==> config.mk <==
export PLATFORM = sky130hd
export DESIGN_NAME = uart_send_src
export DESIGN_NICKNAME = d
export VERILOG_FILES = /design/src/rtl/uart_send_src_pkg.sv /design/src/rtl/uart_send_src_key_debounce.sv /design/src/rtl/uart_send_src.sv
export SDC_FILE = /design/constraint.sdc
export NUM_CORES = 1
export LEC_CHECK = 0
export BUFFER_PORTS_ARGS = -buffer_cell sky130_fd_sc_hd__buf_2
export CAP_MARGIN = 20
export CORE_MARGIN = 2
export CORE_UTILIZATION = 30
export DETAILED_ROUTE_END_ITERATION = 16
export SYNTH_ARGS = -nofsm -noshare
export SYNTH_HDL_FRONTEND = slang
export SYNTH_HIERARCHICAL = 1
export SYNTH_SLANG_ARGS = --single-unit
==> constraint.sdc <==
create_clock -name sys_clk -period 1.4 [get_ports sys_clk]
set_input_delay 0.07 -clock sys_clk [delete_from_list [all_inputs] [get_ports sys_clk]]
set_output_delay 0.07 -clock sys_clk [all_outputs]
set_load 0.05 [all_outputs]
==> src/rtl/uart_send_src_pkg.sv <==
// -----------------------------------------------------------------------------
// uart_send_src_pkg
// Shared types and constants for the push-button UART byte source:
//   - state_t  : sequencer states (IDLE, SEND, WAIT, RELEASE)
//   - MSG_LEN  : number of bytes in the canned message
//   - IDX_W    : width of the message byte index
//   - msg_byte : message ROM lookup, "HELLO!\r\n"
// -----------------------------------------------------------------------------
package uart_send_src_pkg;

  typedef enum logic [1:0] {
    IDLE    = 2'd0,
    SEND    = 2'd1,
    WAIT    = 2'd2,
    RELEASE = 2'd3
  } state_t;

  localparam int MSG_LEN = 8;
  localparam int IDX_W   = 3;

  localparam logic [IDX_W-1:0] LAST_IDX = IDX_W'(MSG_LEN - 1);

  // Message ROM: "HELLO!\r\n"
  function automatic logic [7:0] msg_byte(input logic [IDX_W-1:0] idx);
    logic [7:0] b;
    case (idx)
      3'd0:    b = 8'h48;
      3'd1:    b = 8'h45;
      3'd2:    b = 8'h4C;
      3'd3:    b = 8'h4C;
      3'd4:    b = 8'h4F;
      3'd5:    b = 8'h21;
      3'd6:    b = 8'h0D;
      default: b = 8'h0A;
    endcase
    return b;
  endfunction

endpackage

==> src/rtl/uart_send_src_key_debounce.sv <==
// -----------------------------------------------------------------------------
// key_debounce
// Two-flop synchronizer plus consecutive-sample debounce for an active-low key.
// Ports:
//   i_clk   : system clock
//   i_rst   : asynchronous active-high reset (key treated as released)
//   i_key   : raw push button, active low, asynchronous to i_clk
//   o_level : debounced key level (1 = released)
//   o_press : one-cycle pulse on a debounced 1->0 transition
// -----------------------------------------------------------------------------
module key_debounce
  import uart_send_src_pkg::*;
#(
  parameter int DEBOUNCE_CYCLES = 2
) (
  input  logic i_clk,
  input  logic i_rst,
  input  logic i_key,
  output logic o_level,
  output logic o_press
);

  localparam int CNT_W = $clog2(DEBOUNCE_CYCLES + 1);
  localparam logic [CNT_W-1:0] CNT_LAST = CNT_W'(DEBOUNCE_CYCLES - 1);

  logic             r_sync1;
  logic             r_sync2;
  logic             r_level;
  logic             r_press;
  logic [CNT_W-1:0] r_cnt;

  // r_cnt counts consecutive synchronized samples that disagree with the
  // debounced level; the DEBOUNCE_CYCLES-th such sample flips the level.
  always_ff @(posedge i_clk or posedge i_rst) begin
    if (i_rst) begin
      r_sync1 <= 1'b1;
      r_sync2 <= 1'b1;
      r_level <= 1'b1;
      r_cnt   <= '0;
      r_press <= 1'b0;
    end else begin
      r_sync1 <= i_key;
      r_sync2 <= r_sync1;
      r_press <= 1'b0;
      if (r_sync2 == r_level) begin
        r_cnt <= '0;
      end else if (r_cnt == CNT_LAST) begin
        r_level <= r_sync2;
        r_cnt   <= '0;
        // Old level high means this flip is a press (1->0).
        r_press <= r_level;
      end else begin
        r_cnt <= r_cnt + 1'b1;
      end
    end
  end

  assign o_level = r_level;
  assign o_press = r_press;

endmodule

==> src/rtl/uart_send_src.sv <==
// -----------------------------------------------------------------------------
// uart_send_src
// Push-button-triggered byte source for a UART transmitter. A debounced press
// plays the 8-byte message "HELLO!\r\n", one byte per enable strobe, strobes
// spaced BYTE_GAP cycles apart.
// Ports:
//   sys_clk : system clock
//   sys_rst : asynchronous active-high reset
//   key     : push button, active low, asynchronous
//   enable  : one-cycle strobe, dout valid while high
//   dout    : message byte (holds the last byte sent between strobes)
// Handshake: enable is a bare strobe with no ready/back-pressure. The consumer
// must take dout in the strobe cycle and be ready again BYTE_GAP cycles later.
// -----------------------------------------------------------------------------
module uart_send_src
  import uart_send_src_pkg::*;
#(
  parameter int DEBOUNCE_CYCLES = 2,
  parameter int BYTE_GAP        = 16
) (
  input  logic       sys_clk,
  input  logic       sys_rst,
  input  logic       key,
  output logic       enable,
  output logic [7:0] dout
);

  // r_gap holds at most BYTE_GAP-1.
  localparam int GAP_W = $clog2(BYTE_GAP);
  localparam logic [GAP_W-1:0] GAP_LOAD = GAP_W'(BYTE_GAP - 1);
  localparam logic [GAP_W-1:0] GAP_ONE  = GAP_W'(1);

  logic w_level;
  logic w_press;

  state_t           r_state;
  logic [IDX_W-1:0] r_idx;
  logic [GAP_W-1:0] r_gap;
  logic             r_enable;
  logic [7:0]       r_dout;

  key_debounce #(
    .DEBOUNCE_CYCLES(DEBOUNCE_CYCLES)
  ) u_key_debounce (
    .i_clk  (sys_clk),
    .i_rst  (sys_rst),
    .i_key  (key),
    .o_level(w_level),
    .o_press(w_press)
  );

  // enable/dout are loaded on entry to SEND so the strobe coincides with the
  // SEND cycle. The gap counter runs BYTE_GAP-1 WAIT cycles, which puts
  // successive SEND cycles exactly BYTE_GAP apart.
  always_ff @(posedge sys_clk or posedge sys_rst) begin
    if (sys_rst) begin
      r_state  <= IDLE;
      r_idx    <= '0;
      r_gap    <= '0;
      r_enable <= 1'b0;
      r_dout   <= 8'h00;
    end else begin
      r_enable <= 1'b0;
      case (r_state)
        IDLE: begin
          if (w_press) begin
            r_state  <= SEND;
            r_enable <= 1'b1;
            r_dout   <= msg_byte(r_idx);
          end
        end
        SEND: begin
          if (r_idx == LAST_IDX) begin
            r_state <= RELEASE;
          end else begin
            r_idx   <= r_idx + 1'b1;
            r_gap   <= GAP_LOAD;
            r_state <= WAIT;
          end
        end
        WAIT: begin
          if (r_gap == GAP_ONE) begin
            r_state  <= SEND;
            r_enable <= 1'b1;
            r_dout   <= msg_byte(r_idx);
          end else begin
            r_gap <= r_gap - 1'b1;
          end
        end
        RELEASE: begin
          // A held key yields one message only; wait for a debounced release.
          if (w_level) begin
            r_idx   <= '0;
            r_state <= IDLE;
          end
        end
        default: r_state <= IDLE;
      endcase
    end
  end

  assign enable = r_enable;
  assign dout   = r_dout;

endmodule

======== Word-level counts from Yosys, hierarchy flattened ========
Cells that the tools add are included.
word-level totals
  flip-flop bits (word level) ............. 24
  input port bits ......................... 3
  output and inout port bits .............. 9
cells by class
  $add $sub $neg .......................... 3
  equality and inequality tests ........... 18
  mux-type cells .......................... 22
  bitwise gates (word level) .............. 1
  reduce and logical (&&, ||, !) cells .... 11
operators with widths
  kind                                               count
  one-hot mux 7 bit (6 select lines)                 1
  2-to-1 mux 8 bit                                   2
  one-hot mux 8 bit (2 select lines)                 1
  == test 3 bit (second input constant)              4
  AND reduction 3 bit                                4
  2-to-1 mux 2 bit                                   5
  2-to-1 mux 4 bit                                   2
  one-hot mux 2 bit (4 select lines)                 1
  one-hot mux 4 bit (2 select lines)                 1
  == test 3 x 2 -> 1 bit (second input constant)     2
  2-to-1 mux 3 bit                                   2
  != test 2 bit (second input constant)              3
  one-hot mux 3 bit (2 select lines)                 1
  nonzero test 2 bit                                 3
  2-to-1 mux 1 bit                                   5
  == test 2 x 1 -> 1 bit (second input constant)     2
  == test 2 bit (second input constant)              2
  == test 4 x 1 -> 1 bit (second input constant)     1
  != test 2 x 1 -> 1 bit (second input constant)     2
  subtractor 4 x 1 -> 4 bit (second input constant)  1
  adder 3 x 1 -> 3 bit (second input constant)       1
  == test 3 x 1 -> 1 bit (second input constant)     1
  logical NOT 3 bit                                  1
  adder 2 x 1 -> 2 bit (second input constant)       1
  6 further kinds                                    6

======== Logic depth before layout (Yosys ltp) ========
Gate-level depths: netlist of run 1.
  depth in word-level cells ............... 5
  gate-level depth with buffers ........... 6

======== By module ========
The synthesis of run 1 kept the hierarchy.
modules (own cells, without submodules)
  module         times used  cells an instance  area an instance (sq um)
  uart_send_src  1           90                 935.9
  key_debounce   1           13                 216.5

======== Worst setup path after synthesis of run 1 ========
OpenSTA, ideal clock, no wires.
  path kind ............................... reg-to-reg
  from .................................... register r_idx[1]
  to ...................................... register r_state[0]
  setup time .............................. 0.137 ns
  arrival ................................. 1.338 ns
  required time ........................... 1.263 ns
  path slack .............................. -0.075 ns
  cell stages (with the launch flop) ...... 7
  clock period less this slack ............ 1.475 ns
  path through ............................ dfrtp_1 > ha_1 > ha_1 > nor2b_1 > clkbuf_1 > o21a_1 > a311oi_2
between the ends
  word-level cells in the longest chain between the ends .. 3
ends and longest elaborated chain
  what                                line                 source
  from (decl)                         uart_send_src.sv:37  logic [IDX_W-1:0] r_idx;
  from (signal assigned)              uart_send_src.sv:76  r_idx <= r_idx + 1'b1;
  == test 3 bit                       uart_send_src.sv:73  if (r_idx == LAST_IDX) begin
  2-to-1 mux 1 bit                    uart_send_src.sv:73
  one-hot mux 2 bit (4 select lines)  uart_send_src.sv:64  case (r_state)
  to (signal assigned)                uart_send_src.sv:67  r_state <= SEND;
  to (signal assigned)                uart_send_src.sv:74  r_state <= RELEASE;
  to (signal assigned)                uart_send_src.sv:78  r_state <= WAIT;
  to (decl)                           uart_send_src.sv:36  state_t r_state;
Every way passes these cells.
A chain may end at the register's enable or synchronous reset.

======== Worst setup path after layout of run 1 ========
  from .................................... register r_gap[1]
  to ...................................... register r_dout[6] (netlist: dout[6])
between the ends
  word-level cells in the longest chain between the ends .. 3
ends and longest elaborated chain
  what                           line                 source
  from (decl)                    uart_send_src.sv:38  logic [GAP_W-1:0] r_gap;
  from (signal assigned)         uart_send_src.sv:87  r_gap <= r_gap - 1'b1;
  == test 4 x 1 -> 1 bit         uart_send_src.sv:82  if (r_gap == GAP_ONE) begin
  != test 2 bit (no line)        -
  AND reduction 3 bit (no line)  -
  to (signal assigned)           uart_send_src.sv:69  r_dout <= msg_byte(r_idx);
  to (signal assigned)           uart_send_src.sv:85  r_dout <= msg_byte(r_idx);
  to (decl)                      uart_send_src.sv:40  logic [7:0] r_dout;
Every way passes these cells.

==> results of run 1 <==
logic make-up after synthesis:
group | after synthesis | share of synthesized area (%)
mux | 9 | 8.69
xor+xnor | 1 | 0.760
simple gates | 24 | 13.0
fa+ha+maj | 7 | 7.60
flops | 22 | 48.1
compound gates | 22 | 15.1
other cells | 1 | 0.325
buf+inv | 17 | 6.41
routing by layer:
metal	vias to the layer above	routed length, um	GRT usage, %
met5	-	0	0
met4	0	13	2.30
met3	2	94	3.75
met2	18	1170	21.5
met1	415	1020	12.9
li1	420	-	-
power breakdown:
part / leakage (nW) / internal [mW] / switching, mW
Clock: 0.0357 / 0.382 / 0.201
Combinational: 0.444 / 0.916 / 0.972
Sequential: 0.262 / 0.866 / 0.210
Total: 0.742 / 2.16 / 1.38
layout make-up:
| type | count | area (sq um) |
|---|---|---|
| clock buffers | 3 | 41.3 |
| clock inverters | 1 | 30.0 |
| fillers | 365 | 2090 |
| inverters | 11 | 41.3 |
| multi-input cells | 65 | 624 |
| flip-flops and latches | 22 | 556 |
| well taps | 48 | 60.1 |
| repair buffers | 34 | 245 |
layout by cell type, fill, tap and decap left out, drive strengths merged, types with 4 or more instances in the layout:
master,synthesis,layout
o21ai,5,5
nand2b,4,4
mux2,5,5
inv,11,11
ha,7,7
dfrtp,19,19
buf,4,32
nor2,4,4
mux2i,4,4
nand2,5,5
worst max path at each step:
| stage | to | cells past startpoint | startpoint |
|---|---|---|---|
| 2_1_floorplan | r_state[0] | 5 | r_gap[1] |
| 3_3_place_gp | r_state[0] | 5 | r_gap[1] |
| 3_5_place_dp | r_state[0] | 5 | r_gap[1] |
| 4_1_cts | dout[6] | 5 | r_gap[1] |
| 5_1_grt | dout[3] | 5 | r_gap[1] |
| 6_report | dout[6] | 5 | r_gap[1] |
through the flow:
step	hold slack [ns]	cells	utilization, %	worst slack [ns]
5_1_grt	0.269	184	43.3	-0.137
4_1_cts	0.255	181	41.6	-0.0951
6_report	0.251	184	43.3	-0.0771
3_5_place_dp	-0.000628	174	37.2	-0.145
2_1_floorplan	-0.141	104	-	-0.0690
3_3_place_gp	-0.00624	174	37.2	-0.0944
sequential cells by signal, indices dropped and copies added, names as in the netlist, 2 cells and up:
name and cells:
dout 6, r_gap 4, r_idx 3, r_state 2, u_key_debounce/r_cnt 2
cells in the mapped netlist (2+ instances only):
library cell / count / share of area [%]
a22oi_1: 2 / 1.3
buf_2: 2 / 0.87
buf_4: 2 / 1.3
clkbuf_1: 2 / 0.65
dfrtp_1: 19 / 41
dfstp_2: 3 / 6.8
ha_1: 7 / 7.6
inv_1: 11 / 3.6
mux2_2: 4 / 3.9
mux2i_1: 4 / 3.5
nand2_1: 5 / 1.6
nand2b_1: 4 / 2.2
nor2_1: 4 / 1.3
nor2b_1: 2 / 1.1
o21ai_0: 5 / 2.2
o2bb2ai_1: 3 / 2.3
what timing repair did:
item                                    in CTS  in global routing
hold endpoints to repair                    23                  0
gates resized for setup                     13                 11
pin swaps                                    6                 10
setup buffers                                1                  4
endpoints found under the setup margin      12                 15
hold buffers                                 2                  0
worst max-delay path: stages (launching register included):
cell and delay, ns:
dfrtp_1 0.39, inv_2 0.08, ha_4 0.15, nand4bb_4 0.12
a21oi_4 0.29, mux2_4 0.33
==> flow_summary.ini, run 1 <==
[logic_synthesis]
syn_inst = 103
ys_seq_elements = 22
synth_area_sq_um = 1150
synth_edf_count = 0
ys_types = 40
ys_dominant_reg_cell = dfrtp_1
ys_warn_count = 6
ys_async_sr_fraction_pct = 100
ys_seq_area_share_pct = 48.1
syn_avg_cell_area_sq_um = 11.2

[clocking]
clockBufferDepth = 2
clk_latency_ns = 0.26
cts_sinks = 22
cts.clk_slew.worst_paths_ns = 0.08
cts_buffers = 3
cts_htree_levels = 1
cts_tree = yes
cts_root_buffer = clkbuf_8

[global_routing]
grt_max_degree = 17
grt_pass1_vias = 895
track_usage_pct = 11.6
grt_pass1_wl_mm = 3.88
grt_overflow = 0
antenna_found_initial = 0

[critical_path]
worstPathRequired_ns = 1.54
cp_data_arrival_time_ns = 1.62
r2r-start = r_gap[1]
critPathLaunchType = flop
r2r_cells = 5
cp_max_fo = 6
reg2reg_slack_ns = -0.08
rr_endpoint = dout[6]
critPathCaptureType = flop
crit_type = reg -> reg

[floorplanning]
rows = 22
dieArea_sq_um = 4350
io_pins = 12
die_w_um = 66.0
core_sq_um = 3690
die_h_um = 66.0
start_util_pct = 31.2

[route]
route.detailed.drc = 0
drt_wl_total_mm = 2.29
viasPerCell = 4.65
ant_nets = 0
drt-initial-drc-count = 20
first_pass_iters = 4
vias = 855
routedWlPerCell_um = 12.5

[final_layout]
area_growth_pct = 38.7
drive_gt1_share_pct = 46.3
final_area_sq_um = 1600
antenna_cells = 0
final_nets = 147

[place]
post_dp_cell_area_sq_um = 1370
place_hpwl_mm = 1.64
gp_congestion = 0.764
io_buffer_count = 9

[status]
violations = negative setup slack
status = finished, violations left

[timing]
rsz0062_at_grt = yes
clock.fmax_mhz = 677
setup_viol = 11
finalHoldViolCount = 0
drv_slew = 0
tns_ns = -0.625
max-slew-margin-rel_pct = 55.7
period_minus_slack_ns = 1.48
post-route-period-util_pct = 106
finClkSkew_ns = 0.00740
worstMarginPinSlew_ns = 0.664
layout_setup_ws_ns = -0.0771

[pwr]
fin_total_pwr_mw = 3.55
peakVddDrop_mv = 1.12
powerDensity_nw_per_um2 = 2220
p_leak_nw = 0.742

[min_path]
min_path_type = in -> async

[flow_run]
maxCapViolCount = 0
No activity file was read; power rests on OpenSTA's default activity.
==> run 2: changes to the inputs <==
--- a/config.mk
+++ b/config.mk
@@ -14,3 +14,4 @@
 export SYNTH_HDL_FRONTEND = slang
 export SYNTH_HIERARCHICAL = 1
 export SYNTH_SLANG_ARGS = --single-unit
+export TNS_END_PERCENT = 50
==> flow_summary.ini, run 2 (same netlist as run 1, synthesis figures left out) <==
[critical_path]
r2r_cells = 5
critPathCaptureType = flop
reg2reg_slack_ns = -0.08
r2r-start = r_gap[1]
slowest_delay_ns = 0.39
crit_chain = inv_2 -> ha_4 -> nand4bb_4 -> a21oi_4 -> mux2_4
worstPathRequired_ns = 1.55
rr_endpoint = dout[6]
crit_buf_inv = 1
critPathLaunchType = flop
slowest_stage = dfrtp_1
cp_max_fo = 6
cp_data_arrival_time_ns = 1.63
critPathTopFamily = flip-flops
crit_type = reg -> reg

[final_layout]
drive_gt1_share_pct = 44.1
largest_reg_flops = 6
area_growth_pct = 37.6
antenna_cells = 0
nFillCells = 366
mostFrequentLayoutCells = buf_4, dfrtp_1, inv_1, buf_2
final_common_cell = buf_4
final_nets = 147
final_area_sq_um = 1590

[timing]
layout_setup_ws_ns = -0.0802
max-slew-margin-rel_pct = 56.2
setup_viol = 11
finClkSkew_ns = 0.00679
rsz0062_at_grt = yes
period_minus_slack_ns = 1.48
drv_slew = 0
finalHoldViolCount = 0
clock.fmax_mhz = 676
worstMarginPinSlew_ns = 0.657
post-route-period-util_pct = 106
hold-worst-slack_ns = 0.248

[min_path]
min_path_type = in -> async

[route]
drt_wl_total_mm = 2.30
drt-initial-drc-count = 31
met1Wirelength_mm = 1.02
wl_met2_mm = 1.17
met3_length_um = 92
top_layer_used = met4
viasPerCell = 4.60
ant_nets = 0
routedWlPerCell_um = 12.5
first_pass_iters = 4
vias = 846
route.detailed.drc = 0

[floorplanning]
die_h_um = 66.0
io_pins = 12
rows = 22
core_sq_um = 3690
die_w_um = 66.0
dieArea_sq_um = 4350
start_util_pct = 31.2

[place]
post_dp_cell_area_sq_um = 1370
io_buffer_count = 9
dp_slack_ns = -0.145
place_hpwl_mm = 1.64
gp_congestion = 0.764

[clocking]
cts_root_buffer = clkbuf_8
clk_latency_ns = 0.26
cts_sinks = 22
cts.clk_slew.worst_paths_ns = 0.08
cts_htree_levels = 1
clockBufferDepth = 2
cts_buffers = 3
cts_tree = yes

[status]
status = finished, violations left
violations = negative setup slack

[flow_run]
maxCapViolCount = 0

[global_routing]
track_usage_pct = 11.6
grt_max_degree = 17
grt_overflow = 0
grt_pass1_vias = 900
antenna_found_initial = 0
grt_pass1_wl_mm = 3.88

[pwr]
peakVddDrop_mv = 1.12
p_leak_nw = 0.743
powerDensity_nw_per_um2 = 2220
## run 2: changes by cell type in the layout (fill, tap and decap cells not counted)
| cell | before | now |
|---|---|---|
| a22oi_1 | 0 | 2 |
| a22oi_2 | 2 | 0 |
| ha_1 | 3 | 4 |
| ha_2 | 2 | 1 |
## run 2: worst reg2reg max path, stage by stage, from the launching register on
cell	delay, ns
dfrtp_1	0.39
inv_2	0.08
ha_4	0.15
nand4bb_4	0.12
a21oi_4	0.29
mux2_4	0.33
## run 2: how the worst max path moves through the flow
| stage | startpoint | to | slack (ns) | depth (start not counted) |
|---|---|---|---|---|
| final | r_gap[1] | dout[6] | -0.08 | 5 |
| after global routing | r_idx[0] | dout[2] | -0.14 | 5 |
| after detailed placement | r_gap[1] | r_state[0] | -0.14 | 5 |
| after global placement | r_gap[1] | r_state[0] | -0.09 | 5 |
| after floorplan | r_gap[1] | r_state[0] | -0.07 | 5 |
| after CTS | r_gap[1] | dout[6] | -0.1 | 5 |
## run 2: what timing repair did
action | CTS | global route
hold endpoints to repair | 23 | 0
pin swaps | 5 | 6
setup buffers | 1 | 4
gates resized for setup | 12 | 9
hold buffers | 2 | 0
setup endpoints to repair | 12 | 15
## run 2: layout make-up
class                      instances  area [sq um]  share of cell area [%]
tap                               48          60.1                    3.79
clock inverter                     1          30.0                    1.89
sequential                        22           556                    35.0
inverter                          11          41.3                    2.60
clock buffer                       3          41.3                    2.60
timing repair buffer              34           245                    15.5
multi-input combinational         65           612                    38.6
## run 2: power breakdown
part	leakage [nW]	internal [mW]	switching [mW]
Clock	0.0357	0.382	0.205
Sequential	0.262	0.866	0.210
Combinational	0.445	0.895	0.958
Total	0.743	2.14	1.37
## run 2: through the flow
step	power [mW]	setup TNS, ns	cells	util [%]
floorplan	2.15	-0.386	104	-
global placement	2.66	-0.590	174	37.2
detailed placement	2.71	-1.20	174	37.2
CTS	3.44	-0.778	181	41.5
global route	3.74	-1.41	184	43.0
finish	3.52	-0.619	184	43.0
## run 2: metal layers
metal	vias to the layer above	global-route usage, %
li1	420	-
met4	0	2.30
met2	14	21.5
met1	410	12.9
met3	2	3.75
met5	-	0
==> run 3: changes to the inputs <==
==> constraint.sdc (replaced) <==
create_clock -name sys_clk -period 1.3 [get_ports sys_clk]
set_input_delay 0.195 -clock sys_clk [delete_from_list [all_inputs] [get_ports sys_clk]]
set_output_delay 0.195 -clock sys_clk [all_outputs]
set_load 0.05 [all_outputs]
==> flow_summary.ini, run 3 (same netlist as run 1, synthesis figures left out) <==
[final_layout]
largest_reg_flops = 6
area_growth_pct = 34.7
final_nets = 145
nFillCells = 356
final_area_sq_um = 1550
final_common_cell = buf_4
stdcell_count = 182
drive_gt1_share_pct = 44.0
mostFrequentLayoutCells = buf_4, dfrtp_1, inv_1, buf_2
antenna_cells = 0

[place]
gp_congestion = 0.763
io_buffer_count = 9
dp_cells = 177
post_dp_cell_area_sq_um = 1390
place_hpwl_mm = 1.61

[pwr]
peakVddDrop_mv = 1.12
fin_total_pwr_mw = 3.62
p_leak_nw = 0.724
powerDensity_nw_per_um2 = 2330

[floorplanning]
rows = 22
start_util_pct = 31.2
io_pins = 12
die_h_um = 66.0
core_sq_um = 3690
die_w_um = 66.0
dieArea_sq_um = 4350

[timing]
clock.fmax_mhz = 675
finClkSkew_ns = 0.00300
hold-worst-slack_ns = 0.0296
setup_viol = 15
finalHoldViolCount = 0
drv_slew = 0
post-route-period-util_pct = 114
layout_setup_ws_ns = -0.183
rsz0062_at_grt = yes
period_minus_slack_ns = 1.48

[global_routing]
track_usage_pct = 11.2
grt_max_degree = 17
grt_overflow = 0
antenna_found_initial = 0
grt_pass1_vias = 834
grt_pass1_wl_mm = 3.73

[critical_path]
slowest_stage = or3b_4
cp_max_fo = 4
critPathCaptureType = flop
critPathLaunchType = flop
crit_buf_inv = 1
cp_data_arrival_time_ns = 1.65
crit_chain = inv_2 -> ha_4 -> or3b_4 -> and2_4 -> a311oi_2
critPathTopFamily = simple AND/OR/NAND/NOR gates
crit_type = reg -> reg
worstPathRequired_ns = 1.47
slowest_delay_ns = 0.40

[route]
vias = 828
ant_nets = 0
drt_wl_total_mm = 2.27
viasPerCell = 4.55
drt-initial-drc-count = 27
route.detailed.drc = 0
first_pass_iters = 4
routedWlPerCell_um = 12.5

[clocking]
clk_latency_ns = 0.26
cts_sinks = 22
cts_tree = yes
clockBufferDepth = 2
cts_root_buffer = clkbuf_8
cts_buffers = 3
cts_htree_levels = 1
cts.clk_slew.worst_paths_ns = 0.07

[min_path]
min_path_type = in -> reg

[status]
violations = negative setup slack
status = finished, violations left

[flow_run]
maxCapViolCount = 0
-- run 3: cell types whose count changed in the layout (fill, tap and decap cells not counted) --
cell           previous run  this run
a22oi_1                   2         0
a22oi_2                   0         2
buf_6                     2         1
bufinv_16                 1         0
clkbuf_8                  3         4
dfrtp_1                  18        19
dfrtp_2                   1         0
dlygate4sd3_1             2         1
or4_1                     0         1
or4_4                     1         0
-- run 3: routing by layer --
layer	wire (um)	vias to the layer above	track usage [%]	share of wire, %
met5	0	-	0	0
met4	45	0	3.57	2.0
met3	75	4	3.75	3.3
met2	1140	14	19.1	50
met1	1010	393	13.3	44
li1	-	417	-	-
-- run 3: path summary, 6_finish.rpt --
path / slack (ns) / endpoint / depth (start not counted) / startpoint
hold / removal: 0.03 / u_key_debounce/r_sync1 / 1 / key
setup / recovery: -0.18 / r_state[0] / 5 / r_gap[1]
hold reg to reg: 0.36 / u_key_debounce/r_sync2 / 0 / u_key_debounce/r_sync1
max in group asynchronous: 0.61 / r_gap[0] / 4 / sys_rst
min in group asynchronous: 0.39 / u_key_debounce/r_cnt[0] / 3 / sys_rst
setup reg to reg: -0.18 / r_state[0] / 5 / r_gap[1]
-- run 3: metrics by stage --
step                      TNS, ns  util, %  worst slack (ns)
after global routing        -2.99     42.1            -0.238
final                       -1.96     42.1            -0.183
after CTS                   -2.11     40.5            -0.222
after global placement      -1.88     37.8            -0.199
after floorplan             -1.45        -            -0.169
after detailed placement    -2.25     37.8            -0.238
-- run 3: power breakdown --
group / leakage, nW / internal (mW) / switching (mW)
Sequential: 0.263 / 0.931 / 0.234
Combinational: 0.432 / 0.943 / 1.04
Clock: 0.0288 / 0.270 / 0.209
-- run 3: final cells by class --
| cell class | instances | area, sq um | area share [%] |
|---|---|---|---|
| tap | 48 | 60.1 | 3.87 |
| sequential | 22 | 554 | 35.7 |
| inverter | 11 | 41.3 | 2.66 |
| clock buffer | 4 | 55.1 | 3.55 |
| multi-input combinational | 65 | 618 | 39.8 |
| timing repair buffer | 32 | 224 | 14.4 |
-- run 3: what timing repair did --
action                                 in CTS  in global routing
setup endpoints to repair                  15                 15
resized for setup                           9                 11
buffers inserted                            0                  1
hold buffers                                1                  0
pin swaps                                   8                  3
cloned                                      0                  0
endpoints found under the hold margin      19                  0
